**src/rtl/pll_reset_sequencer.sv**
```systemverilog
// rtl/pll_reset_sequencer.sv - PLL reset pulse, lock qualification and SoC reset release
// Optional feature macro: PLLSEQ_RETRY_COUNT_EN adds the 8-bit saturating retry_count output.
// Sequence: PLLRST -> WAITLOCK -> STABLE -> RUN, with lock loss or lock timeout
// sending the PLL back through a fresh reset pulse.

module pll_reset_sequencer #(
   parameter int PLL_RST_CYCLES = 16,
   parameter int LOCK_TIMEOUT   = 250000,
   parameter int STABLE_CYCLES  = 1024
) (
   input  logic       input_clk,
   input  logic       reset,
   input  logic       pll_locked,
   output logic       pll_reset,
   output logic       soc_reset,
   output logic [1:0] seq_state
`ifdef PLLSEQ_RETRY_COUNT_EN
   ,
   output logic [7:0] retry_count
`endif
);

   // One counter serves every state, so it is sized for the longest wait.
   localparam int MAX_A = (PLL_RST_CYCLES > LOCK_TIMEOUT) ? PLL_RST_CYCLES : LOCK_TIMEOUT;
   localparam int MAX_P = (MAX_A > STABLE_CYCLES) ? MAX_A : STABLE_CYCLES;
   localparam int CW    = (MAX_P > 1) ? $clog2(MAX_P) : 1;

   localparam logic [CW-1:0] PLLRST_LAST  = CW'(PLL_RST_CYCLES - 1);
   localparam logic [CW-1:0] TIMEOUT_LAST = CW'(LOCK_TIMEOUT - 1);
   localparam logic [CW-1:0] STABLE_LAST  = CW'(STABLE_CYCLES - 1);

   typedef enum logic [1:0] {
      ST_PLLRST   = 2'd0,
      ST_WAITLOCK = 2'd1,
      ST_STABLE   = 2'd2,
      ST_RUN      = 2'd3
   } state_e;

   state_e        state_q, state_d;
   logic [CW-1:0] cnt_q, cnt_d;
   logic          sync1_q, sync2_q;
   logic          lock_s;
   logic          pll_reset_q, pll_reset_d;
   logic          soc_reset_q, soc_reset_d;

   assign lock_s = sync2_q;

   // Two-flop synchronizer bringing the asynchronous PLL lock into input_clk.
   always_ff @(posedge input_clk or posedge reset) begin
      if (reset) begin
         sync1_q <= 1'b0;
         sync2_q <= 1'b0;
      end else begin
         sync1_q <= pll_locked;
         sync2_q <= sync1_q;
      end
   end

   // State, shared counter and registered reset outputs.
   always_ff @(posedge input_clk or posedge reset) begin
      if (reset) begin
         state_q     <= ST_PLLRST;
         cnt_q       <= '0;
         pll_reset_q <= 1'b1;
         soc_reset_q <= 1'b1;
      end else begin
         state_q     <= state_d;
         cnt_q       <= cnt_d;
         pll_reset_q <= pll_reset_d;
         soc_reset_q <= soc_reset_d;
      end
   end

   // Next-state logic; lock loss is tested before any counter terminal.
   always_comb begin
      state_d = state_q;
      cnt_d   = cnt_q + CW'(1);
      case (state_q)
         ST_PLLRST: begin
            if (cnt_q == PLLRST_LAST) begin
               state_d = ST_WAITLOCK;
               cnt_d   = '0;
            end
         end
         ST_WAITLOCK: begin
            if (lock_s) begin
               state_d = ST_STABLE;
               cnt_d   = '0;
            end else if (cnt_q == TIMEOUT_LAST) begin
               state_d = ST_PLLRST;
               cnt_d   = '0;
            end
         end
         ST_STABLE: begin
            if (!lock_s) begin
               state_d = ST_WAITLOCK;
               cnt_d   = '0;
            end else if (cnt_q == STABLE_LAST) begin
               state_d = ST_RUN;
               cnt_d   = '0;
            end
         end
         ST_RUN: begin
            cnt_d = '0;
            if (!lock_s) begin
               state_d = ST_PLLRST;
            end
         end
         default: begin
            state_d = ST_PLLRST;
            cnt_d   = '0;
         end
      endcase
      // Outputs are decoded from the next state so they register on the transition edge.
      pll_reset_d = (state_d == ST_PLLRST);
      soc_reset_d = (state_d != ST_RUN);
   end

   assign pll_reset = pll_reset_q;
   assign soc_reset = soc_reset_q;
   assign seq_state = state_q;

`ifdef PLLSEQ_RETRY_COUNT_EN
   logic [7:0] retry_q, retry_d;
   logic       retry_inc;

   // A retry is a lock timeout in WAITLOCK or a lock loss while running.
   always_comb begin
      retry_inc = ((state_q == ST_WAITLOCK) && !lock_s && (cnt_q == TIMEOUT_LAST)) ||
                  ((state_q == ST_RUN) && !lock_s);
      retry_d   = retry_q;
      if (retry_inc && (retry_q != 8'hFF)) begin
         retry_d = retry_q + 8'd1;
      end
   end

   // Saturating retry counter, cleared only by block reset.
   always_ff @(posedge input_clk or posedge reset) begin
      if (reset) begin
         retry_q <= 8'd0;
      end else begin
         retry_q <= retry_d;
      end
   end

   assign retry_count = retry_q;
`endif

endmodule

```
**config.mk**
```make
export PLATFORM = sky130hd
export DESIGN_NAME = pll_reset_sequencer
export DESIGN_NICKNAME = d
export VERILOG_FILES = /design/src/rtl/pll_reset_sequencer.sv
export SDC_FILE = /design/constraint.sdc
export NUM_CORES = 1
export LEC_CHECK = 0
export BUFFER_PORTS_ARGS = -buffer_cell sky130_fd_sc_hd__buf_2
export CAP_MARGIN = 20
export CORE_MARGIN = 5
export CORE_UTILIZATION = 57
export DETAILED_ROUTE_END_ITERATION = 10
export GPL_TIMING_DRIVEN = 1
export PLACE_DENSITY_LB_ADDON = 0.1
export SLEW_MARGIN = 20
export SYNTH_ARGS = -nofsm -noshare
export SYNTH_HDL_FRONTEND = slang
export SYNTH_SLANG_ARGS = --single-unit
```
**constraint.sdc**
```tcl
create_clock -name input_clk -period 2.5 [get_ports input_clk]
set_input_delay 0.125 -clock input_clk [delete_from_list [all_inputs] [get_ports input_clk]]
set_output_delay 0.125 -clock input_clk [all_outputs]
set_load 0.02 [all_outputs]
```
# Yosys cells after proc, flatten, opt, wreduce, memory -nomap -nowiden
# Cells that the tools add are included.
[op_classes]
add_sub_neg = 1
eq_ne = 7
mux = 13
reduce_logical = 2
[ops]
columns = ["operator", "count"]
rows = [
  ["$mux 18", 5],
  ["$pmux 18 s4", 1],
  ["$add 18x1->18 const B", 1],
  ["$eq 18x10->1 const B", 1],
  ["$eq 18x18->1 const B", 1],
  ["$eq 18x4->1 const B", 1],
  ["$mux 2", 6],
  ["$pmux 2 s4", 1],
  ["$eq 2x2->1 const B", 2],
  ["$logic_not 2->1", 2],
  ["$eq 2x1->1 const B", 1],
  ["$ne 2x2->1 const B", 1],
]
[totals]
regBits = 24
in_bits = 3
out_inout_bits = 4
wordCells = 29

# Logic depth before layout (Yosys ltp)
# Gate-level depths: netlist of the first run.
[logic_depth]
word_depth = 5
mapped_depth = 9
mapped_depth_nobuf = 6

# Worst setup path before layout of the first run
# Ideal clock, no wire load.
[synth_path]
path_type = "input-to-reg"
start = "input cnt_q[0]"
end = "register cnt_q[12]"
setup_time_ns = 0.119
arrival_time_ns = 1.736
required_time_ns = 2.381
path_slack_ns = 0.645
cell_stages = 10
path_buffers = 3
path_cell_list = "dfrtp_1 -> ha_1 -> and3_1 -> buf_2 -> nand3_1 -> o31ai_1 -> o311a_1 -> buf_4 -> buf_6 -> nor2_1"
[synth_via]
elab_chain_len = 4
word_cells_on_any_way = 10
cone_classes = "1 x add/sub; 3 x eq/ne; 6 x mux"
[synth_lines]
columns = ["element", "line", "source"]
rows = [
  ["from (decl)", "40", "logic [CW-1:0] cnt_q, cnt_d;"],
  ["$add 18x1->18 (tied with other cells)", "77", "cnt_d = cnt_q + CW'(1);"],
  ["$mux 18 (on tied branches)", "98, 89", ""],
  ["$mux 18 (on tied branches)", "95, 86", ""],
  ["$pmux 18 s4 (*)", "78", "case (state_q)"],
  ["named net cnt_d[12]", "40", ""],
]
# The timed path passes the listed nets; every way through them passes the cells marked *.

# Worst setup path in the final report of the first run
[layout_path]
start = "input cnt_q[0]"
end = "register cnt_q[8]"
# Same word-level chain as after synthesis.

==> results of run 1 <==
## power by group
group          leakage [nW]  switching [mW]  internal (mW)
logic                 0.189           0.146         0.0849
clock network        0.0210           0.106         0.0888
registers             0.318          0.0421          0.443
total                 0.527           0.294          0.617
## state kept, by name (all words and copies together), names as in the netlist
register   cells
seq_state      2
soc_reset      1
pll_reset      1
sync1_q        1
cnt_q         18
lock_s         1
## placed cells by master (no fill, tap or decap), drive strengths merged, types with 4 or more instances in the layout
cell type,instances
xor2,7
inv,6
clkbuf,4
nor3,5
nand3,9
nor2,22
nand2,6
xnor2,9
buf,7
dfrtp,22
## metrics by stage
step	hold WS, ns	cells	util [%]
4_1_cts	0.0000190	146	63.0
5_1_grt	0.0594	146	63.0
2_1_floorplan	0.138	110	-
3_3_place_gp	0.234	141	60.6
6_report	-0.0153	146	63.0
3_5_place_dp	0.245	141	60.6
## kinds of logic after synthesis
group,share of synthesized area [%]
AO/OA/AOI/OAI,4.82
XOR/XNOR,12.5
adder cells (fa/ha/maj),1.12
buffers and inverters,4.14
flip-flops,54.0
AND/OR/NAND/NOR,23.4
## what timing repair did
action	CTS	global route
hold endpoints to repair	1	0
hold buffers	1	0
setup endpoints to repair	0	0
## worst min path at each step
| stage | startpoint | end | slack (ns) | cells after the start |
|---|---|---|---|---|
| after floorplan | reset | cnt_q[0] | 0.14 | 1 |
| after global placement | pll_locked | sync1_q | 0.23 | 1 |
| final | reset | cnt_q[6] | -0.02 | 2 |
| after global routing | reset | cnt_q[0] | 0.06 | 2 |
| after detailed placement | pll_locked | sync1_q | 0.24 | 1 |
| after CTS | reset | cnt_q[0] | 0.00002 | 2 |
## critical path, cell delays in order (launching register included)
cell and delay, ns:
dfrtp_1 0.40, ha_1 0.19, and3_1 0.30, nand3_1 0.13
o31ai_1 0.39, o311a_1 0.23, buf_4 0.21, nor2_1 0.08
## per-layer routing
| metal | part of all wire (%) | up-vias | global-route usage (%) | wire (um) |
|---|---|---|---|---|
| met5 | 0 | - | 0 | 0 |
| met4 | 0.95 | 0 | 9.54 | 18 |
| met3 | 2.5 | 2 | 2.72 | 48 |
| met2 | 49 | 10 | 28.7 | 921 |
| met1 | 48 | 361 | 19.5 | 900 |
| li1 | - | 391 | - | - |
## area by class of cell
type                    instances  area [um^2]
well taps                      27         33.8
clock buffers                   4         36.3
fillers                       168          711
multi-input cells              77          468
repair buffers                  8         47.5
flip-flops and latches         24          603
inverters                       6         22.5
==> metrics.yaml, run 1 <==
viasPerCell: 5.23
synth-seq-cells: 24
min_period_ns: 2.03
rows: 16
rsz0062_at_grt: "false"
setup_violations: 0
drtAntennaViolNets: 0
ys_async_sr_fraction_pct: 100
core_um2: 1920
hold_viol_final: 22
worstSetupPathType: "register to register"
cts_num_sinks: 24
syn_inst: 110
grt_max_degree: 25
setup_ws_ns: 0.465
grt_pass1_wl_mm: 3.51
period_share_pct: 81.4
synthTopCellsByArea: "dfrtp_1 (49%), nor2_1 (7.4%), xnor2_1 (7.1%), xor2_1 (5.5%), dfstp_2 (4.7%)"
design_area_um2: 1210
synth_top_area_share_pct: 49.3
yosys_warnings: 0
synth-edff-count: 0
vias: 764
reg2reg_from: "cnt_q[0]"
worstPathArrival_ns: 2.23
whs_ns: -0.0153
drive_above_1_share_pct: 12.6
clk_latency_ns: 0.30
antennaDiodeCount: 0
start_kind: "register"
syn_nets: 114
outcome: "complete, but fails checks"
setup_tns_ns: 0
nets: 124
irDropWorstVdd_v: 0.000513
hold_path.class: "primary input to async pin"
p_per_area_nw_per_um2: 752
post_cts_resized: 0
gp_congestion: 0.816
cts_tree: "done"
numCtsBuffers: 3
slew_violations: 0
reg2reg_depth: 7
violations: "negative hold slack"
dr.pass1.iters: 4
synth_flop_cell: "dfrtp_1"
io_pins: 7
wl_per_cell_um: 12.9
p_total_uw: 910
cts_buffer_depth: 2
maxCapViolCount: 0
wl_mm: 1.89
die_w_um: 54.3
grt.total_usage_pct: 16.7
yosysTopAreaCell: "dfrtp_1"
ff2ff_setup_slack_ns: 0.47
synthTopCellsByCount: "dfrtp_1 (22), nor2_1 (22), nand3_1 (9), xnor2_1 (9), xor2_1 (7)"
drc: 0
clk_pin_slew_worst_paths_ns: 0.12
cellLeakagePower_nw: 0.527
htree_levels: 1
grt_overflow_total: 0
worst_pin_slew_ns: 0.866
dp_slack_ns: 0.485
post-dp-hpwl_mm: 1.39
yosysUniqueCellTypes: 25
synth-seq-area-share_pct: 54.0
start_util_pct: 58.1
area_growth_syn_to_layout_pct: 8.40
r2r-end: "cnt_q[8]"
avgSynthCellArea_um2: 10.2
endpoint: "cnt_q[8]"
grt_pass1_vias: 818
placed_cell_area_um2: 1160
syn_area_um2: 1120
cts_setup_buffers: 0
crit_fanout: 18
die_h_um: 54.3
max_freq_mhz: 491
numPortBuffers: 6
antenna_found_initial: 0
die_area_um2: 2950
root_buffer: "clkbuf_4"
critPathCaptureType: "register"
drt_iter0_drc: 8
max-slew-margin-rel_pct: 42.2
skew_ns: 0.00325
crit_start: "cnt_q[0]"
cp.required_ns: 2.70
Note: power is estimated with default switching activity, not from simulation.
==> run 2: changes to the inputs <==
ABC_AREA = 1   (was default)
CORE_UTILIZATION = 59   (was 57)
clock period = 2.1 ns   (was 2.5 ns; I/O delays follow)
==> run 2 against run 1 <==
The flow now finishes without violations. Highest routed layer unchanged. Synthesized area grew 19%. Sequential share of layout area fell by 8.5 points. Sequential cell count is the same.
==> metrics.yaml, run 2 <==
p_total_mw: 1.29
critPathMaxStageDelay_ns: 0.38
rsz0062_at_grt: "false"
endpoint: "cnt_q[9]"
critPathCaptureType: "register"
ys_async_sr_fraction_pct: 100
clk_pin_slew_worst_paths_ns: 0.13
synthSimpleGateAreaFrac_pct: 35.1
synth_top_family_by_area: "simple AND/OR/NAND/NOR gates"
cts_num_sinks: 24
final_cells: 201
synth-seq-area-share_pct: 45.3
synth_flop_cell: "dfrtp_1"
io_pins: 7
min_period_ns: 1.74
cts_setup_buffers: 0
reg2reg_depth: 7
die_area_um2: 3310
place_inst: 195
worstSetupPathType: "register to register"
layout_common_cells: "nand2_1 (39), nor2_1 (25), inv_1 (22), dfrtp_1 (22), nand3_1 (9)"
core_um2: 2190
htree_levels: 1
setup_violations: 0
grt_max_degree: 25
gp_congestion: 0.832
synthTopCellsByArea: "dfrtp_1 (41%), nand2_1 (11%), nor2_1 (7.0%), inv_1 (6.2%), xnor2_1 (5.3%)"
synth-seq-cells: 24
synthTopCellsByCount: "nand2_1 (39), nor2_1 (25), dfrtp_1 (22), inv_1 (22), nand3_1 (9)"
layout_commonest_cell: "nand2_1"
p_sw_uw: 426
post-route-util_pct: 66.6
min-delay-start: "sync1_q"
drtAntennaViolNets: 0
drive_above_1_share_pct: 15.6
ff2ff_setup_slack_ns: 0.36
design_area_um2: 1460
maxCapViolCount: 0
grt_overflow_total: 0
vias: 1009
start_kind: "register"
synth.most_common_cell: "nand2_1"
clk_latency_ns: 0.32
dr.pass1.iters: 4
numPortBuffers: 6
die_h_um: 57.5
hold_path.class: "register to register"
numCtsBuffers: 3
antennaDiodeCount: 0
crit_fanout: 12
synth_compound_area_share_pct: 1.78
clkPwrFrac_pct: 25.7
irDropWorstVdd_v: 0.000632
synthAdderAreaFrac_pct: 0.939
synth-edff-count: 0
start_util_pct: 60.8
post-dp-hpwl_mm: 1.84
slew_violations: 0
placed_cell_area_um2: 1390
wl_per_cell_um: 11.9
syn_inst: 162
cts_tree: "done"
rows: 17
drt_iter0_drc: 24
p_seq_share_pct: 44.9
yosysUniqueCellTypes: 23
cp.required_ns: 2.32
crit_slowest_cell: "dfrtp_1"
cell_internal_pwr_uw: 867
max_freq_mhz: 574
grt.total_usage_pct: 16.8
p_per_area_nw_per_um2: 887
avgSynthCellArea_um2: 8.23
synth_xor_area_share_pct: 9.86
area_growth_syn_to_layout_pct: 9.48
viasPerCell: 5.02
outcome: "finished, final reports clean"
r2r-end: "cnt_q[9]"
drc: 0
setup_tns_ns: 0
largest_register_ffs: 18
root_buffer: "clkbuf_4"
period_share_pct: 82.9
crit_start: "cnt_q[0]"
netSwitchingFraction_pct: 33.0
die_w_um: 57.5
wl_mm: 2.39
skew_ns: 0.00809
antenna_found_initial: 0
synth_top_area_share_pct: 41.3
syn_nets: 166
yosysTopAreaCell: "dfrtp_1"
max_flop_register: "cnt_q"
path_cells: "ha_1 -> nand3_2 -> nor3_4 -> nand2_2 -> nand3_2 -> nand3_2 -> and2_4"
cts_buffer_depth: 2
synthMuxAreaShare_pct: 0
syn_area_um2: 1330
cellLeakagePower_nw: 0.765
grt_pass1_wl_mm: 4.35
comb_power_share_pct: 29.4
grt_pass1_vias: 1025
worst_pin_slew_ns: 0.866
max-slew-margin-rel_pct: 42.2
hold_viol_final: 0
worst_path_most_repeated_cell: "nand3_2"
reg2reg_from: "cnt_q[0]"
worstPathArrival_ns: 1.96
nets: 178
yosys_warnings: 0
==> run 2: layer usage <==
metal  track usage [%]  share of wire, %  vias to the layer above
met5                 0                 0                        -
met4              4.30               1.9                        0
met3              4.75               3.2                        6
met2              28.5                49                       18
met1              20.9                46                      471
li1                  -                 -                      514
==> run 2: critical path, delay by kind of cell, from the launching register on <==
family	cells	cell delay (ns)
AND/OR/NAND/NOR	6	1.06
flip-flops	1	0.38
adder cells (fa/ha/maj)	1	0.21
==> run 2: final cells by class <==
| cell class | instances | area (um^2) |
|---|---|---|
| inverters | 22 | 82.6 |
| clock buffers | 3 | 22.5 |
| fillers | 173 | 732 |
| repair buffers | 8 | 50.0 |
| flip-flops and latches | 24 | 603 |
| well taps | 28 | 35.0 |
| multi-input cells | 115 | 636 |
| clock inverters | 1 | 30.0 |
==> run 2: how the worst min path moves through the flow <==
stage	to	slack (ns)	depth (start not counted)
after floorplan	cnt_q[0]	0.12	1
after global placement	sync1_q	0.21	1
after detailed placement	sync1_q	0.22	1
after CTS	lock_s	0.38	0
after global routing	lock_s	0.41	0
final	lock_s	0.37	0
==> run 2: what timing repair did <==
item,CTS,global route
hold buffers,2,0
hold endpoints to repair,23,0
gates resized for setup,0,0
==> run 2: power groups by stage <==
stage / sequential (mW) / clock, mW / combinational [mW]
finish: 0.581 / 0.332 / 0.380
global route: 0.590 / 0.359 / 0.431
global placement: 0.584 / 0 / 0.373
floorplan: 0.624 / 0 / 0.268
detailed placement: 0.590 / 0 / 0.380
CTS: 0.581 / 0.342 / 0.386
==> run 2: stage by stage <==
stage               hold slack (ns)  setup slack [ns]
finish                        0.372             0.358
CTS                           0.380             0.343
detailed placement            0.217             0.376
global placement              0.215             0.391
floorplan                     0.118             0.615
global route                  0.410             0.204
==> run 2: logic make-up (layout without fill, tap and decap cells) <==
family,after synthesis,count (layout)
AOI/OAI and AO/OA,4,4
xor gates and xnor gates,15,15
adders and majority gates,1,1
buffers and inverters,23,34
DFF,24,24
and+or+nand+nor,95,95
==> run 3: changes to the inputs <==
ABC_AREA = 0   (was 1)
CORE_UTILIZATION = 57   (was 59)
clock period = 1.65 ns   (was 2.1 ns; I/O delays follow)
==> run 3 against run 2 <==
The run now ends with negative setup slack left. Non-clock buffer count is 27 higher. Power is 20% higher. Cell area is 2.7% higher. Sequential cell count stayed put. Clock-buffer cell count rose by 1. Combinational power grew 47%. First-iteration DRC count fell by 4.2%. Via count is 6.9% lower. Worst hold slack worse by 0.053 ns.
==> metrics.yaml, run 3 (synthesized netlist as in run 1, its figures left out) <==
wl_per_cell_um: 14.5
skew_ns: 0.00886
grt_pass1_vias: 973
critPathCaptureType: "register"
core_um2: 1920
violations: "negative setup slack"
ff2ff_setup_slack_ns: -0.16
io_pins: 7
clk_pin_slew_worst_paths_ns: 0.13
cellLeakagePower_nw: 0.673
numPortBuffers: 6
grt_overflow_total: 0
grt.total_usage_pct: 18.5
maxCapViolCount: 0
worstSetupPathType: "register to register"
die_w_um: 54.3
critPathTopFamily: "simple AND/OR/NAND/NOR gates"
rsz0062_at_grt: "true"
htree_levels: 1
cp.required_ns: 1.86
path_cells: "nor4_1 -> nand3_1 -> buf_4 -> o31ai_4 -> o311a_1 -> buf_6 -> nor2_1"
layout_commonest_cell: "buf_4"
largest_register_ffs: 18
rows: 16
antennaDiodeCount: 0
dr.pass1.iters: 6
wl_mm: 2.52
grt_max_degree: 15
die_h_um: 54.3
hold_path.class: "primary input to async pin"
post-dp-hpwl_mm: 1.77
hold_viol_final: 0
whs_ns: 0.318
gp_congestion: 0.870
clk_latency_ns: 0.32
crit_fanout: 10
outcome: "complete, but fails checks"
slew_violations: 0
period_share_pct: 110
setup_violations: 20
p_total_mw: 1.56
crit_slowest_cell: "dfrtp_1"
antenna_found_initial: 0
cts_num_sinks: 24
area_growth_syn_to_layout_pct: 34.0
root_buffer: "clkbuf_4"
die_area_um2: 2950
irDropWorstVdd_v: 0.000868
dp_slack_ns: -0.136
layout_common_cells: "buf_4 (25), dfrtp_1 (22), nor2_1 (18)"
max_freq_mhz: 553
worst_pin_slew_ns: 0.517
nets: 151
drtAntennaViolNets: 0
start_kind: "register"
grt_pass1_wl_mm: 3.87
vias: 939
start_util_pct: 58.1
post-route-util_pct: 77.9
max_flop_register: "cnt_q"
p_per_area_nw_per_um2: 1040
setup_ws_ns: -0.157
cts_tree: "done"
drt_iter0_drc: 23
drive_above_1_share_pct: 37.0
critPathMaxStageDelay_ns: 0.40
path_buf_inv: 2
numCtsBuffers: 3
worstPathArrival_ns: 2.02
min_period_ns: 1.81
cts_buffer_depth: 2
drc: 0
viasPerCell: 5.43
max-slew-margin-rel_pct: 65.5
## run 3: cell count changes in the layout (fill, tap and decap cells not counted), moves of 2 or more
cell	delta
nand2_2	-3
nor2_2	+2
buf_6	+2
nor2b_4	-2
nand3_2	-2
and2_4	-3
nor3_2	+3
nand2_1	-33
buf_4	+25
inv_1	-16
nor2_1	-7
## run 3: final cells by class
| class | instances | area [um^2] |
|---|---|---|
| clock buffer | 4 | 26.3 |
| tap | 27 | 33.8 |
| inverter | 6 | 22.5 |
| sequential | 24 | 603 |
| fill | 139 | 424 |
| multi-input combinational | 77 | 552 |
| timing repair buffer | 35 | 260 |
## run 3: final timing paths
| check | start | to | depth (start not counted) |
|---|---|---|---|
| max in group asynchronous | reset | cnt_q[9] | 4 |
| min in group input_clk | sync1_q | lock_s | 0 |
| max reg2reg | cnt_q[16] | cnt_q[10] | 7 |
| min | reset | cnt_q[7] | 3 |
| min reg2reg | sync1_q | lock_s | 0 |
| max | cnt_q[16] | cnt_q[10] | 7 |
## run 3: worst register-to-register path, cell delays in order, from the launching register on
cell and delay, ns:
dfrtp_1 0.40, nor4_1 0.27, nand3_1 0.20, buf_4 0.20
o31ai_4 0.18, o311a_1 0.25, buf_6 0.16, nor2_1 0.05
## run 3: routing by layer
layer | share of wire (%) | vias up | global-route usage (%)
li1 | - | 439 | -
met2 | 54 | 18 | 34.1
met3 | 2.9 | 6 | 2.72
met4 | 2.3 | 0 | 9.13
met1 | 41 | 476 | 20.4
met5 | 0 | - | 0
## run 3: power breakdown
| part | switching, mW | internal (mW) | total [mW] |
|---|---|---|---|
| clock network | 0.169 | 0.0945 | 0.263 |
| logic | 0.299 | 0.261 | 0.560 |
| registers | 0.0626 | 0.671 | 0.734 |
| total | 0.530 | 1.03 | 1.56 |
## run 3: metrics by stage
stage | instance area, um^2 | cells | setup TNS [ns]
floorplan | 1170 | 110 | -1.82
global placement | 1370 | 163 | -1.11
detailed placement | 1370 | 163 | -2.33
CTS | 1460 | 171 | -2.16
global route | 1500 | 173 | -4.08
finish | 1500 | 173 | -2.85
## run 3: timing repair
action                                  CTS  global route
endpoints found under the hold margin    12             0
buffers inserted                          2             2
resized for setup                         7             5
endpoints found under the setup margin   20            20
pin swaps                                 2             2
hold buffers                              2             0
